===== src/rtl/scmp_bus_pkg.sv =====
// Shared types and helpers for the SC/MP external-bus cycle controller.
package scmp_bus_pkg;

    typedef enum logic [2:0] {
        ST_IDLE,
        ST_ARB,
        ST_ADDR,
        ST_STRB,
        ST_DONE
    } bus_state_e;

    typedef enum logic [1:0] {
        DIR_RD,
        DIR_WR,
        DIR_ADDR_ONLY
    } bus_dir_e;

    // Bit positions of the status flags in the byte shown on DB during ADDR.
    localparam int STAT_H = 7;
    localparam int STAT_D = 6;
    localparam int STAT_I = 5;
    localparam int STAT_R = 4;

    // A request with both rd and wr set is treated as a read.
    function automatic bus_dir_e decode_dir(input logic rd, input logic wr);
        bus_dir_e dir;
        dir = DIR_ADDR_ONLY;
        if (rd)
            dir = DIR_RD;
        else if (wr)
            dir = DIR_WR;
        return dir;
    endfunction

    function automatic logic [7:0] status_byte(input logic h, input logic d,
                                               input logic i, input logic r,
                                               input logic [3:0] addr_hi);
        logic [7:0] s;
        s         = '0;
        s[STAT_H] = h;
        s[STAT_D] = d;
        s[STAT_I] = i;
        s[STAT_R] = r;
        s[3:0]    = addr_hi;
        return s;
    endfunction

endpackage


===== src/rtl/scmp_sync.sv =====
// Multi-flop synchronizer for an asynchronous single-bit input.
module scmp_sync #(
    parameter int   STAGES  = 2,
    parameter logic RST_VAL = 1'b1
) (
    input  logic clk,
    input  logic rst,
    input  logic d,
    output logic q
);

    logic [STAGES-1:0] sr;

    always_ff @(posedge clk or posedge rst) begin
        if (rst)
            sr <= {STAGES{RST_VAL}};
        else
            sr <= {sr[STAGES-2:0], d};
    end

    assign q = sr[STAGES-1];

endmodule


===== src/rtl/scmp_bus_ctl.sv =====
// SC/MP external-bus cycle controller: arbitration, NADS/NRDS/NWDS timing
// with NHOLD wait states, and read-data return to the microcode sequencer.
module scmp_bus_ctl
    import scmp_bus_pkg::*;
#(
    parameter int ADS_CYCLES    = 1,
    parameter int STROBE_CYCLES = 2,
    parameter int SYNC_STAGES   = 2
) (
    input  logic        clk,
    input  logic        rst,
    input  logic        ads_req,
    input  logic        rd_req,
    input  logic        wr_req,
    input  logic        f_r,
    input  logic        f_i,
    input  logic        f_d,
    input  logic        f_h,
    input  logic [15:0] addr,
    input  logic [7:0]  wdata,
    output logic        busy,
    output logic [7:0]  rdata,
    output logic        rdata_valid,
    output logic        req_err,
    output logic        nbreq_n,
    input  logic        nenin_n,
    output logic        nenout_n,
    input  logic        nhold_n,
    output logic        nads_n,
    output logic        nrds_n,
    output logic        nwds_n,
    output logic [11:0] a_out,
    output logic [7:0]  db_out,
    output logic        db_oe,
    input  logic [7:0]  db_in
);

    localparam int CNT_W = 3;

    bus_state_e        state_q, state_d;
    bus_dir_e          dir_q;
    logic [CNT_W-1:0]  cnt_q, cnt_d;
    logic [15:0]       addr_q;
    logic [7:0]        wdata_q;
    logic [7:0]        stat_q;
    logic [7:0]        rdata_q;
    logic              req_err_q;
    logic              accept;
    logic              rd_capture;
    logic              nenin_s;
    logic              nhold_s;

    scmp_sync #(.STAGES(SYNC_STAGES), .RST_VAL(1'b1)) u_sync_nenin (
        .clk (clk),
        .rst (rst),
        .d   (nenin_n),
        .q   (nenin_s)
    );

    scmp_sync #(.STAGES(SYNC_STAGES), .RST_VAL(1'b1)) u_sync_nhold (
        .clk (clk),
        .rst (rst),
        .d   (nhold_n),
        .q   (nhold_s)
    );

    always_comb begin
        state_d    = state_q;
        cnt_d      = cnt_q;
        accept     = 1'b0;
        rd_capture = 1'b0;
        case (state_q)
            ST_IDLE: begin
                if (ads_req) begin
                    accept  = 1'b1;
                    state_d = ST_ARB;
                end
            end
            ST_ARB: begin
                if (!nenin_s) begin
                    state_d = ST_ADDR;
                    cnt_d   = CNT_W'(ADS_CYCLES - 1);
                end
            end
            ST_ADDR: begin
                if (cnt_q == '0) begin
                    if (dir_q == DIR_ADDR_ONLY) begin
                        state_d = ST_DONE;
                    end else begin
                        state_d = ST_STRB;
                        cnt_d   = CNT_W'(STROBE_CYCLES - 1);
                    end
                end else begin
                    cnt_d = cnt_q - CNT_W'(1);
                end
            end
            ST_STRB: begin
                // Minimum width first; NHOLD only stretches once it has elapsed.
                if (cnt_q != '0) begin
                    cnt_d = cnt_q - CNT_W'(1);
                end else if (nhold_s) begin
                    state_d    = ST_DONE;
                    rd_capture = (dir_q == DIR_RD);
                end
            end
            ST_DONE: state_d = ST_IDLE;
            default: state_d = ST_IDLE;
        endcase
    end

    always_ff @(posedge clk or posedge rst) begin
        if (rst) begin
            state_q   <= ST_IDLE;
            cnt_q     <= '0;
            dir_q     <= DIR_ADDR_ONLY;
            req_err_q <= 1'b0;
            rdata_q   <= '0;
        end else begin
            state_q   <= state_d;
            cnt_q     <= cnt_d;
            req_err_q <= accept & rd_req & wr_req;
            if (accept)
                dir_q <= decode_dir(rd_req, wr_req);
            if (rd_capture)
                rdata_q <= db_in;
        end
    end

    always_ff @(posedge clk) begin
        if (accept) begin
            addr_q  <= addr;
            wdata_q <= wdata;
            stat_q  <= status_byte(f_h, f_d, f_i, f_r, addr[15:12]);
        end
    end

    // Outputs decode directly from state so an asynchronous reset clears every strobe at once.
    always_comb begin
        nbreq_n     = 1'b1;
        nads_n      = 1'b1;
        nrds_n      = 1'b1;
        nwds_n      = 1'b1;
        a_out       = '0;
        db_out      = '0;
        db_oe       = 1'b0;
        rdata_valid = 1'b0;
        case (state_q)
            ST_ARB: nbreq_n = 1'b0;
            ST_ADDR: begin
                nbreq_n = 1'b0;
                nads_n  = 1'b0;
                a_out   = addr_q[11:0];
                db_out  = stat_q;
                db_oe   = 1'b1;
            end
            ST_STRB: begin
                nbreq_n = 1'b0;
                a_out   = addr_q[11:0];
                if (dir_q == DIR_RD) begin
                    nrds_n = 1'b0;
                end else begin
                    nwds_n = 1'b0;
                    db_out = wdata_q;
                    db_oe  = 1'b1;
                end
            end
            ST_DONE: rdata_valid = (dir_q == DIR_RD);
            default: ;
        endcase
    end

    assign busy     = ((state_q == ST_IDLE) & ads_req) | (state_q == ST_ARB) |
                      (state_q == ST_ADDR) | (state_q == ST_STRB);
    assign nenout_n = nenin_s | (state_q != ST_IDLE) | ads_req;
    assign rdata    = rdata_q;
    assign req_err  = req_err_q;

endmodule


===== config.mk =====
export PLATFORM = sky130hd
export DESIGN_NAME = scmp_bus_ctl
export DESIGN_NICKNAME = d
export VERILOG_FILES = /design/src/rtl/scmp_bus_pkg.sv /design/src/rtl/scmp_sync.sv /design/src/rtl/scmp_bus_ctl.sv
export SDC_FILE = /design/constraint.sdc
export NUM_CORES = 1
export LEC_CHECK = 0
export ABC_AREA = 1
export CORE_ASPECT_RATIO = 0.9
export CORE_UTILIZATION = 40
export CTS_BUF_LIST = sky130_fd_sc_hd__clkbuf_4 sky130_fd_sc_hd__clkbuf_8 sky130_fd_sc_hd__clkbuf_16
export DETAILED_ROUTE_END_ITERATION = 16
export PLACE_DENSITY = 0.77
export SLEW_MARGIN = 20
export SYNTH_ARGS = -nofsm -noshare
export SYNTH_HDL_FRONTEND = slang
export SYNTH_HIERARCHICAL = 1
export SYNTH_SLANG_ARGS = --single-unit

===== constraint.sdc =====
create_clock -name clk -period 1.7 [get_ports clk]
set_input_delay 0.51 -clock clk [delete_from_list [all_inputs] [get_ports clk]]
set_output_delay 0.51 -clock clk [all_outputs]
set_load 0.02 [all_outputs]

==> summary.txt <==
GRT
  – Overall routing resource usage: 18.6%
  – Vias in the first global route: 1,874
  – Initial antenna violation count: 0
  – First-pass GRT wire length: 8.05 mm
  – Grt ovf: 0
  – Largest net degree at the start of global routing: 23

STA
  – Fin. max-slew vios: 0
  – Worst-Margin Slew: 0.276 ns
  – Max Clock Skew: 0.00763 ns
  – Final Cycle Share: 120%
  – RSZ-0062 raised after global routing: yes
  – Minimum clock period: 2.05 ns
  – Final hold violations: 0
  – Fmax: 0.488 GHz
  – Max-slew headroom: 81.5%
  – Final worst setup slack: -0.348 ns
  – Finish-stage setup viols: 28
  – Setup TNS: -7.26 ns

Worst setup path
  – Flop-to-flop setup slack: 0.16 ns
  – Worst Path Required: 1.19 ns
  – CP startpoint kind: register
  – Capturing point of the worst reg2reg path: addr_q[8]
  – Critical Path Most Common Cell: buf_6
  – RR Startpoint: state_q[1]
  – CP arrival: 1.54 ns
  – CP max FO: 3
  – CP Cell Sequence: nor2_4 > clkinvlp_4 > buf_6 > buf_6 > nor2_4 > buf_6
  – WS Path Type: reg -> out
  – CP max-delay cell: dfrtp_2
  – Worst reg-to-reg path cell count: 6
  – Setup crit end kind: output pin
  – CP peak stage delay: 0.46 ns

Synthesis
  – Synth warn: 6
  – FF+latch count, synth: 49
  – Post-Syn Area: 2170 um2
  – Sequential area share after synthesis: 63.2%
  – Post-Syn Instances: 215
  – Yosys cell types: 26
  – Syn nets: 260
  – Synth area leader: edfxtp_1
  – Mean post-synth cell area: 10.1 um2
  – Synth top area cells: edfxtp_1, dfrtp_1, nand2_1
  – Yosys top cell area share: 38.7%

CTS
  – CTS max path bufs: 2
  – Root Buffer: clkbuf_8
  – Total CTS buffers: 5
  – H-tree depth: 2
  – Post-CTS Hold Buffers: 0
  – Clk_lat worst skew: 0.30 ns
  – CTS clk-pin slew, worst paths: 0.09 ns
  – Clk sinks: 49
  – CTS tree: built

Detailed routing
  – DRT Pass-1 Iters: 4
  – Drt via density: 4.66
  – Via count: 1,884
  – Routed Antenna Nets: 0
  – Post-route DRC violation count: 0
  – Average wire per standard cell: 12.0 um
  – Drt total wl: 4.83 mm
  – Drt first-iter violations: 125

Job
  – Max-Cap Viols: 0

Placed design
  – Port Buffers: 79
  – HPWL after DPL: 3.56 mm
  – Gp weighted congestion: 0.801
  – Place WS: -0.613 ns

Run status
  – Run status: complete, but fails checks
  – Failing checks: setup timing

Hold path
  – Hold Path Depth: 0
  – Worst min-delay path startpoint: u_sync_nhold/sr[0]
  – End point of the worst hold path: u_sync_nhold/sr[1]
  – Hold WC Path Type: reg -> reg

Cells and area
  – Util after Layout: 66.4%
  – Fraction of layout cells with a size suffix above 1: 33.5%
  – # fillers: 438
  – Layout area overhead: 59.8%
  – Final #Nets: 381
  – ANT cells: 0
  – Storage element area: 1370 um2
  – Footprint of the multi-input gates: 691 um2

Die
  – Die width: 79.7 um
  – Number of core rows: 25
  – Die ar.: 5730 um2
  – Io pins: 80
  – Area of the core: 5220 um2
  – Initial core utilization: 41.6%
  – Die height: 71.9 um

Power and ir drop
  – IR drop worst, VDD: 1040 uV
  – Pwr/cell area: 1710 nW/um2
  – Total power: 5920 uW
  – P_leak: 0.00162 uW
## what timing repair did
action / 4_1_cts / 5_1_grt
pin swaps: 3 / 2
gates cloned: 1 / 0
resized for setup: 168 / 11
endpoints found under the setup margin: 37 / 28
setup buffers: 8 / 1
## metal layers
layer / part of all wire (%) / track usage (%) / routed length, um
met1: 42 / 21.7 / 2010
met5: 0 / 0 / 0
met4: 1.0 / 8.08 / 50
met2: 53 / 32.9 / 2540
met3: 4.9 / 4.03 / 235
## cells by family (layout without fill, tap and decap cells)
| family | Yosys count | after routing | share of synthesized area, % |
|---|---|---|---|
| compound gates | 8 | 8 | 1.96 |
| xor+xnor | 1 | 1 | 0.404 |
| fa+ha+maj | 2 | 2 | 1.15 |
| buf+inv | 39 | 161 | 7.55 |
| flops | 49 | 49 | 63.2 |
| simple gates | 116 | 116 | 25.7 |
## cell type report
cell class | instances | area share [%]
well taps | 67 | 2.42
inverters | 34 | 3.86
flip-flops and latches | 49 | 39.6
clock inverters | 3 | 0.721
multi-input cells | 127 | 19.9
repair buffers | 118 | 31.3
clock buffers | 5 | 1.98
repair inverters | 1 | 0.216
## metrics by stage
step | hold WS, ns | cells | cell area [um2]
floorplan | 0.345 | 215 | 2180
global placement | 0.347 | 386 | 3280
detailed placement | 0.347 | 386 | 3280
CTS | 0.362 | 403 | 3430
global route | 0.368 | 404 | 3470
finish | 0.362 | 404 | 3470
## registers in the layout (all words and copies together) (netlist names)
register,cells
addr_q,12
cnt_q,3
dir_q,2
rdata,8
req_err,1
stat_q,8
state_q,3
u_sync_nenin/sr,2
u_sync_nhold/sr,2
wdata_q,8
## how the worst max path moves through the flow
stage                     startpoint        to  slack [ns]  depth (start not counted)
final                     state_q[2]  a_out[6]       -0.35                          6
after global routing      state_q[2]  a_out[6]       -0.42                          6
after CTS                 state_q[2]  a_out[7]       -0.35                          6
after detailed placement     ads_req      busy       -0.61                          4
after global placement       ads_req      busy       -0.57                          4
after floorplan             dir_q[1]     db_oe      -0.008                          5
## placed cells by master, fill, tap and decap left out, types with 6 or more instances in the layout
cell type and n:
nand3_1 33, buf_4 51, dlygate4sd2_1 9, buf_6 10
nand2_2 7, nand2_1 42, nor2_1 15, nor2_4 7
edfxtp_1 28, inv_2 6, inv_1 25, dfrtp_1 15
clkdlybuf4s50_1 42
## where the power goes
part	switching [uW]	internal [uW]	total, uW
sequential	161	1630	1800
combinational	1850	1580	3430
clock	396	300	696
## cells in the mapped netlist, drive strengths merged
library cell	number
nand2	50
nand3	36
inv	33
edfxtp	28
nor2	25
dfrtp	16
buf	5
dfstp	5
o21ai	5
a21oi	2
ha	2
nor3	2
clkinv	1
nand3b	1
nand4	1
nor4	1
o21bai	1
xnor2	1
## worst max-delay path: cells and delay by family, from the launching register on
kind | cells | cell delay, ns
buffers and inverters | 4 | 0.52
DFF | 1 | 0.46
and+or+nand+nor | 2 | 0.27
(Power assumes the default switching activity.)
